`config.mk`:
```
export PLATFORM = sky130hd
export DESIGN_NAME = ahb_line_fill_ctrl
export DESIGN_NICKNAME = d
export VERILOG_FILES = /design/src/rtl/ahb_pkg.sv /design/src/rtl/fill_line_buffer.sv /design/src/rtl/ahb_line_fill_ctrl.sv
export SDC_FILE = /design/constraint.sdc
export NUM_CORES = 1
export LEC_CHECK = 0
export ABC_AREA = 1
export CORE_ASPECT_RATIO = 1.75
export CORE_MARGIN = 2
export CORE_UTILIZATION = 35
export DETAILED_ROUTE_END_ITERATION = 8
export PLACE_DENSITY = 0.66
export SYNTH_ARGS = -nofsm -noshare
export SYNTH_HDL_FRONTEND = slang
export SYNTH_SLANG_ARGS = --single-unit
export TNS_END_PERCENT = 20
```
`constraint.sdc`:
```
create_clock -name clk -period 4.6 [get_ports clk]
set_input_delay 1.38 -clock clk [delete_from_list [all_inputs] [get_ports clk]]
set_output_delay 1.38 -clock clk [all_outputs]
set_load 0.03 [all_outputs]
```
`src/rtl/ahb_pkg.sv`:
```
// Shared AHB-Lite encodings and the line-fill FSM state type.
// No ports: constants and types only.
package ahb_pkg;

   localparam int unsigned WORD_W = 32;

   localparam logic [1:0] HTRANS_IDLE   = 2'b00;
   localparam logic [1:0] HTRANS_NONSEQ = 2'b10;
   localparam logic [1:0] HTRANS_SEQ    = 2'b11;

   localparam logic [2:0] HBURST_INCR4  = 3'b011;
   localparam logic [2:0] HSIZE_WORD    = 3'b010;

   typedef enum logic [1:0] {
      FILL_IDLE  = 2'b00,
      FILL_ADDR  = 2'b01,
      FILL_BURST = 2'b10,
      FILL_DONE  = 2'b11
   } fill_state_t;

endpackage

```
`src/rtl/fill_line_buffer.sv`:
```
// Cache-line assembly register: one 32-bit slot written per accepted beat.
// Ports: clk, rst (sync, active-high), wr_en/wr_slot/wr_data (beat write),
//        line (assembled line, beat k in bits [32k+31:32k]).
module fill_line_buffer
   import ahb_pkg::*;
#(
   parameter int unsigned LINE_BITS = 128
) (
   input  logic                                  clk,
   input  logic                                  rst,
   input  logic                                  wr_en,
   input  logic [$clog2(LINE_BITS/WORD_W)-1:0]   wr_slot,
   input  logic [WORD_W-1:0]                     wr_data,
   output logic [LINE_BITS-1:0]                  line
);

   localparam int unsigned BEATS  = LINE_BITS / WORD_W;
   localparam int unsigned SLOT_W = $clog2(BEATS);

   logic [LINE_BITS-1:0] line_d, line_q;

   // Replace only the addressed slot; other slots keep their contents.
   always_comb begin
      line_d = line_q;
      for (int unsigned k = 0; k < BEATS; k++) begin
         if (wr_en && (wr_slot == SLOT_W'(k))) begin
            line_d[k*WORD_W +: WORD_W] = wr_data;
         end
      end
   end

   always_ff @(posedge clk) begin
      if (rst) begin
         line_q <= '0;
      end else begin
         line_q <= line_d;
      end
   end

   assign line = line_q;

endmodule

```
`src/rtl/ahb_line_fill_ctrl.sv`:
```
// AHB-Lite read master refilling one I-cache line with a single INCR4 burst.
// Ports: clk, rst (sync, active-high); cache side mem_req/mem_addr in,
//        mem_data/mem_ready/mem_err out; AHB side haddr/htrans/hburst/hsize/
//        hwrite out, hrdata/hready/hresp in.
module ahb_line_fill_ctrl
   import ahb_pkg::*;
#(
   parameter int unsigned ADDR_W    = 32,
   parameter int unsigned LINE_BITS = 128
) (
   input  logic                 clk,
   input  logic                 rst,
   input  logic                 mem_req,
   input  logic [ADDR_W-1:0]    mem_addr,
   output logic [LINE_BITS-1:0] mem_data,
   output logic                 mem_ready,
   output logic                 mem_err,
   output logic [ADDR_W-1:0]    haddr,
   output logic [1:0]           htrans,
   output logic [2:0]           hburst,
   output logic [2:0]           hsize,
   output logic                 hwrite,
   input  logic [WORD_W-1:0]    hrdata,
   input  logic                 hready,
   input  logic                 hresp
);

   localparam int unsigned BEATS  = LINE_BITS / WORD_W;
   localparam int unsigned OFF_W  = $clog2(LINE_BITS / 8);
   localparam int unsigned D_W    = $clog2(BEATS);
   localparam int unsigned A_W    = $clog2(BEATS + 1);
   localparam int unsigned BYTE_W = OFF_W - D_W;

   localparam logic [A_W-1:0] A_END  = A_W'(BEATS);
   localparam logic [D_W-1:0] D_LAST = D_W'(BEATS - 1);

   fill_state_t       state_d, state_q;
   logic [A_W-1:0]    acnt_d, acnt_q;
   logic [D_W-1:0]    dcnt_d, dcnt_q;
   logic              err_d, err_q;
   logic              cancel_d, cancel_q;
   logic [ADDR_W-1:0] haddr_d, haddr_q;
   logic [1:0]        htrans_d, htrans_q;
   logic              mem_ready_d, mem_ready_q;
   logic              mem_err_d, mem_err_q;
   logic              buf_we;

   // Offset-within-line bits of the miss address never matter.
   logic unused_addr_lsbs;
   assign unused_addr_lsbs = ^mem_addr[OFF_W-1:0];

   // Next-state, counters and registered bus/cache outputs.
   always_comb begin
      state_d     = state_q;
      acnt_d      = acnt_q;
      dcnt_d      = dcnt_q;
      err_d       = err_q;
      cancel_d    = cancel_q;
      haddr_d     = haddr_q;
      buf_we      = 1'b0;
      htrans_d    = HTRANS_IDLE;
      mem_ready_d = 1'b0;
      mem_err_d   = 1'b0;

      case (state_q)
         FILL_IDLE: begin
            if (mem_req) begin
               state_d  = FILL_ADDR;
               acnt_d   = '0;
               dcnt_d   = '0;
               err_d    = 1'b0;
               cancel_d = 1'b0;
               haddr_d  = {mem_addr[ADDR_W-1:OFF_W], OFF_W'(0)};
            end
         end
         FILL_ADDR: begin
            if (hready) begin
               state_d = FILL_BURST;
               acnt_d  = A_W'(1);
               haddr_d = {haddr_q[ADDR_W-1:OFF_W], acnt_d[D_W-1:0], BYTE_W'(0)};
            end
         end
         FILL_BURST: begin
            if (hresp) begin
               // Two-cycle ERROR: cancel on the first, finish on the second.
               cancel_d = 1'b1;
               if (hready) begin
                  err_d   = 1'b1;
                  state_d = FILL_DONE;
               end
            end else if (hready) begin
               buf_we = 1'b1;
               if (acnt_q != A_END) begin
                  acnt_d = acnt_q + A_W'(1);
                  if (acnt_d != A_END) begin
                     haddr_d = {haddr_q[ADDR_W-1:OFF_W], acnt_d[D_W-1:0], BYTE_W'(0)};
                  end
               end
               if (dcnt_q == D_LAST) begin
                  state_d = FILL_DONE;
               end else begin
                  dcnt_d = dcnt_q + D_W'(1);
               end
            end
         end
         FILL_DONE: begin
            state_d = FILL_IDLE;
         end
         default: begin
            state_d = FILL_IDLE;
         end
      endcase

      case (state_d)
         FILL_ADDR:  htrans_d = HTRANS_NONSEQ;
         FILL_BURST: htrans_d = ((acnt_d != A_END) && !cancel_d) ? HTRANS_SEQ : HTRANS_IDLE;
         default:    htrans_d = HTRANS_IDLE;
      endcase

      mem_ready_d = (state_d == FILL_DONE);
      mem_err_d   = (state_d == FILL_DONE) && err_d;
   end

   always_ff @(posedge clk) begin
      if (rst) begin
         state_q     <= FILL_IDLE;
         acnt_q      <= '0;
         dcnt_q      <= '0;
         err_q       <= 1'b0;
         cancel_q    <= 1'b0;
         haddr_q     <= '0;
         htrans_q    <= HTRANS_IDLE;
         mem_ready_q <= 1'b0;
         mem_err_q   <= 1'b0;
      end else begin
         state_q     <= state_d;
         acnt_q      <= acnt_d;
         dcnt_q      <= dcnt_d;
         err_q       <= err_d;
         cancel_q    <= cancel_d;
         haddr_q     <= haddr_d;
         htrans_q    <= htrans_d;
         mem_ready_q <= mem_ready_d;
         mem_err_q   <= mem_err_d;
      end
   end

   fill_line_buffer #(
      .LINE_BITS (LINE_BITS)
   ) u_line_buf (
      .clk     (clk),
      .rst     (rst),
      .wr_en   (buf_we),
      .wr_slot (dcnt_q),
      .wr_data (hrdata),
      .line    (mem_data)
   );

   // The pending transfer is withdrawn in the very cycle ERROR first appears.
   assign htrans    = ((state_q == FILL_BURST) && hresp) ? HTRANS_IDLE : htrans_q;
   assign haddr     = haddr_q;
   assign mem_ready = mem_ready_q;
   assign mem_err   = mem_err_q;
   assign hburst    = HBURST_INCR4;
   assign hsize     = HSIZE_WORD;
   assign hwrite    = 1'b0;

endmodule

```
==> Word level (Yosys, flattened, before mapping) <==
Index checks and enable logic that the tools add are counted.
{ "word_totals": {"reg_bits": 173, "input_bits": 69, "elab_cells": 90} }
{ "op_classes": {"addsub": 2, "eq_ne": 19, "n_mux": 38, "bitwise_logic": 2, "n_reduce_logical": 15} }
{ "op_table": {"columns": ["cell", "count"], "rows": [
  ["case mux 32 bit (3 select lines)", 1],
  ["2-to-1 mux 32 bit", 1],
  ["2-to-1 mux 2 bit", 12],
  ["2-to-1 mux 4 bit", 5],
  ["2-to-1 mux 3 bit", 5],
  ["!= test 2 bit (second input constant)", 7],
  ["equality test 2 bit (second input constant)", 6],
  ["!= test 3 bit (second input constant)", 3],
  ["case mux 3 bit (3 select lines)", 1],
  ["2-to-1 mux 1 bit", 8],
  ["case mux 2 bit (2 select lines)", 2],
  ["case mux 2 bit (4 select lines)", 1],
  ["logical AND 1 bit", 7],
  ["AND reduction 7 bit", 1],
  ["equality test 2 x 1 -> 1 bit (second input constant)", 3],
  ["AND reduction 5 bit", 1],
  ["zero test 2 bit", 2],
  ["case mux 1 bit (2 select lines)", 2],
  ["AND reduction 4 bit", 1],
  ["adder 3 x 1 -> 3 bit (second input constant)", 1],
  ["nonzero test 3 bit", 1],
  ["adder 2 x 1 -> 2 bit (second input constant)", 1],
  ["inverter 1 bit", 2],
  ["nonzero test 2 bit", 1],
  ["zero test 1 bit", 1]
]} }

==> Depth between registers and ports, before layout <==
{ "depth": {"word_depth": 9, "depth_mapped": 12, "mapped_depth_nobuf": 11} }

==> Cells and area by module <==
Synthesis repeated with hierarchy kept, for this count alone.
{ "unflattened": {"hier_cells": 1099, "hier_area_um2": 7357.1} }
{ "modules_own_cells": {"columns": ["mod", "n_inst", "cells_each", "area_per_inst_um2"], "rows": [
  ["fill_line_buffer", 1, 820, 5305.1],
  ["ahb_line_fill_ctrl", 1, 279, 2052.0]
]} }

==> Worst setup path before layout <==
Ideal clock, no wire load.
{ "synth_timing": {"path_type": "input to output", "start": "in hresp", "end": "out htrans[0]", "t_arrival_ns": 1.896, "t_required_ns": 3.220, "setup_slack_ns": 1.324, "cell_stages": 3, "n_path_buf": 0, "path_cell_list": "nand2_1 inv_1 nor2_1"} }
{ "synth_via": {"elab_chain_len": 2} }
{ "synth_lines": {"columns": ["element", "line", "source"], "rows": [
  ["start: declaration", "ahb_line_fill_ctrl.sv:25", "input logic hresp"],
  ["logical AND 1 bit", "ahb_line_fill_ctrl.sv:160", "assign htrans = ((state_q == FILL_BURST) && hresp) ? HTRANS_IDLE : htrans_q;"],
  ["2-to-1 mux 2 bit", "ahb_line_fill_ctrl.sv:160", null],
  ["end: declaration", "ahb_line_fill_ctrl.sv:19", "output logic [1:0] htrans,"]
]} }
No other way between the ends.

==> Worst setup path after layout <==
{ "layout_timing": {"start": "in hresp", "end": "out htrans[1]"} }
The elaborated chain is that of the path after synthesis.

==> run summary <==
status = finished clean
Hold Path Depth = 2
die height = 185.5 um
Synth top area share = 51.95%
count leader, synth = dfxtp_1
vias in the first global route = 6138
Pint = 2534 uW
Placed Area = 8929 um^2
initial drt markers = 355
Clock power frac = 42.0%
FF+latch count, synth = 171
largest net degree at the start of global routing = 101
Port Buf Inserts = 226
syn_area_per_cell = 7.808 um^2
synth unique cells = 24
largest cells by area after synthesis = dfxtp_1 (52%), a21oi_1 (10%), nand3_1 (10%)
Comb pwr share = 13.5%
DR WL/cell = 16.64 um
FP Rows = 66
first-pass GRT wire length = 33000 um
Antenna Cells = 0
GRT Residual Overflow = 0
Total GRT Usage = 21.39%
CTS max path bufs = 2
Synth Flop Type = dfxtp_1
Detailed Place HPWL = 14240 um
initial antenna violation count = 0
CTS Buf Count = 17
post-route cell area = 9525 um^2
Worst Max-Slew Pin Slew = 1.172 ns
total setup buffers inserted after CTS = 0
Mapped Cells = 844
boundary pin count = 240
min cycle time layout = 4.238 ns
die area = 19990 um^2
Setup Skew = 0.01122 ns
fraction of layout cells with a size suffix above 1 = 5.153%
flop2flop setup slack = 2.31 ns
routed vias = 6383
reg2reg path depth = 6
area grow syn2layout = 44.54%
worst skew pair latency = 0.43 ns
fin crit share = 92.13%
relative slew slack = 21.78%
Leak = 0.003415 uW
Routed WL = 21400 um
placer congestion estimate = 0.8431
drt pass-1 iters = 5
hold wc startpoint = u_line_buf.line[1]$_SDFFE_PP0P_
hold worst-path end = u_line_buf.line[1]$_SDFFE_PP0P_
Core Area = 18500 um^2
Crit. End Element = output pin
FFs w/ async S/R, synth = 0%
NetSw = 944.8 uW
CTS Sinks = 171
H-tree Lvls = 4
Crit Path Category = in -> out
HP Class = reg -> reg
Pins Over Slew Limit = 0
Final Hold Viols = 0
reg2reg start = state_q[1]$_SDFF_PP0_
Crit path required time = 3.22 ns
Startpoint Class = input port
NumNets Final = 1119
CP Max Fanout = 4
clk slew on worst S/H paths = 0.06 ns
Post-route DRC = 0
Post-synth EDFFs = 0
Mapped Area = 6590 um^2
Synth warnings = 0
PD cells = 365.2 nW/um^2
die width = 107.7 um
Fmax = 236.0 MHz
arrival time at the worst endpoint = 2.86 ns
CTS root buffer = clkbuf_16
Reg power frac = 44.5%
unrepaired setup endpoints after global routing = false
synth cell count leaders = dfxtp_1 (171), nand2_1 (154), a21oi_1 (134)
RR Endpoint = u_line_buf.line[7]$_SDFFE_PP0P_
Yosys top cell by area = dfxtp_1
starting density of the core = 35.63%
Post-CTS Resized = 0
Final Setup Violations = 0
total of max-cap violations = 0
Setup TNS = 0 ns
CTS Hold Bufs = 0
vias per cell = 4.963
clock tree from TritonCTS = done
VDD IR max = 0.2373 mV
register area share after synthesis = 51.95%
sw frac = 27.16%
post-route ant nets = 0
## power by group through the flow
stage          combinational [uW]  sequential, uW  clock, uW
6_report                      471            1550       1460
5_1_grt                       512            1550       1550
4_1_cts                       475            1550       1490
3_5_place_dp                  473            1580          0
3_3_place_gp                  472            1580          0
2_1_floorplan                 211            1650          0
## kinds of logic (layout without fill, tap and decap cells)
logic type	Yosys count	count (layout)	synth area share, %
xor gates and xnor gates	1	1	0.1329
DFF	171	171	51.95
AOI/OAI and AO/OA	180	180	13.90
other	2	9	0.1140
adders and majority gates	15	15	2.848
and+or+nand+nor	372	372	24.09
buffers and inverters	103	300	6.968
## cell type report
type | count | area [um^2]
clock inverter | 12 | 140.1
timing repair buffer | 237 | 2342
tap | 238 | 297.8
inverter | 31 | 116.4
clock buffer | 20 | 456.7
multi-input combinational | 577 | 2749
sequential | 171 | 3423
fill | 1781 | 8972
## state kept, by name (all words and copies together) (netlist names)
name,count
acnt_q,3
dcnt_q,2
err_q,1
u_line_buf.line,128
mem_ready,1
state_q,2
cancel_q,1
htrans_q,2
haddr,30
mem_err,1
## critical path, cell delays in order
cell             delay [ns]
clkdlybuf4s50_1        0.50
nand2_1                0.12
inv_1                  0.09
nor2_1                 0.10
clkdlybuf4s50_1        0.67
## metrics by stage
stage | power [uW] | utilization, % | hold slack, ns | setup WS, ns | instances
after floorplan | 1859 | - | 0.4508 | 1.324 | 851
after global placement | 2051 | 48.27 | 0.4474 | 0.3648 | 1254
after detailed placement | 2053 | 48.27 | 0.4513 | 0.3568 | 1254
after CTS | 3513 | 51.49 | 0.4613 | 0.3544 | 1286
after global routing | 3618 | 51.49 | 0.4750 | 0.3128 | 1286
final | 3479 | 51.49 | 0.4587 | 0.3618 | 1286
## layer usage
metal	vias to the layer above	routed length (um)	track usage, %
met3	29	1308	5.777
li1	3156	-	-
met2	218	11370	39.04
met5	-	0	0
met4	0	573	8.513
met1	2980	8149	23.05
## how the worst max path moves through the flow
stage | depth (start not counted) | slack, ns | to | from
floorplan | 3 | 1.32 | htrans[0] | hresp
global placement | 5 | 0.36 | htrans[1] | hresp
detailed placement | 5 | 0.36 | htrans[1] | hresp
CTS | 5 | 0.35 | htrans[1] | hresp
global route | 5 | 0.31 | htrans[1] | hresp
finish | 5 | 0.36 | htrans[1] | hresp
## layout by cell type (no fill, tap or decap)
cell	n
ha_2	3
nor3_1	2
inv_6	2
clkdlybuf4s50_1	225
o21ai_0	40
dfxtp_1	171
nand4_1	1
clkinv_4	4
a22oi_1	1
o21bai_1	3
bufinv_16	2
ha_1	12
o21a_1	1
or2_2	1
a21oi_1	134
inv_1	27
nand3b_1	1
nor2_1	78
clkinv_2	1
clkinvlp_4	3
inv_2	4
clkbuf_8	2
nand2_1	154
o211ai_1	1
clkbuf_1	1
nand3_1	132
nor2_4	3
clkbuf_16	17
buf_4	12
xnor2_1	1
conb_1	9
(Power assumes the default switching activity.)
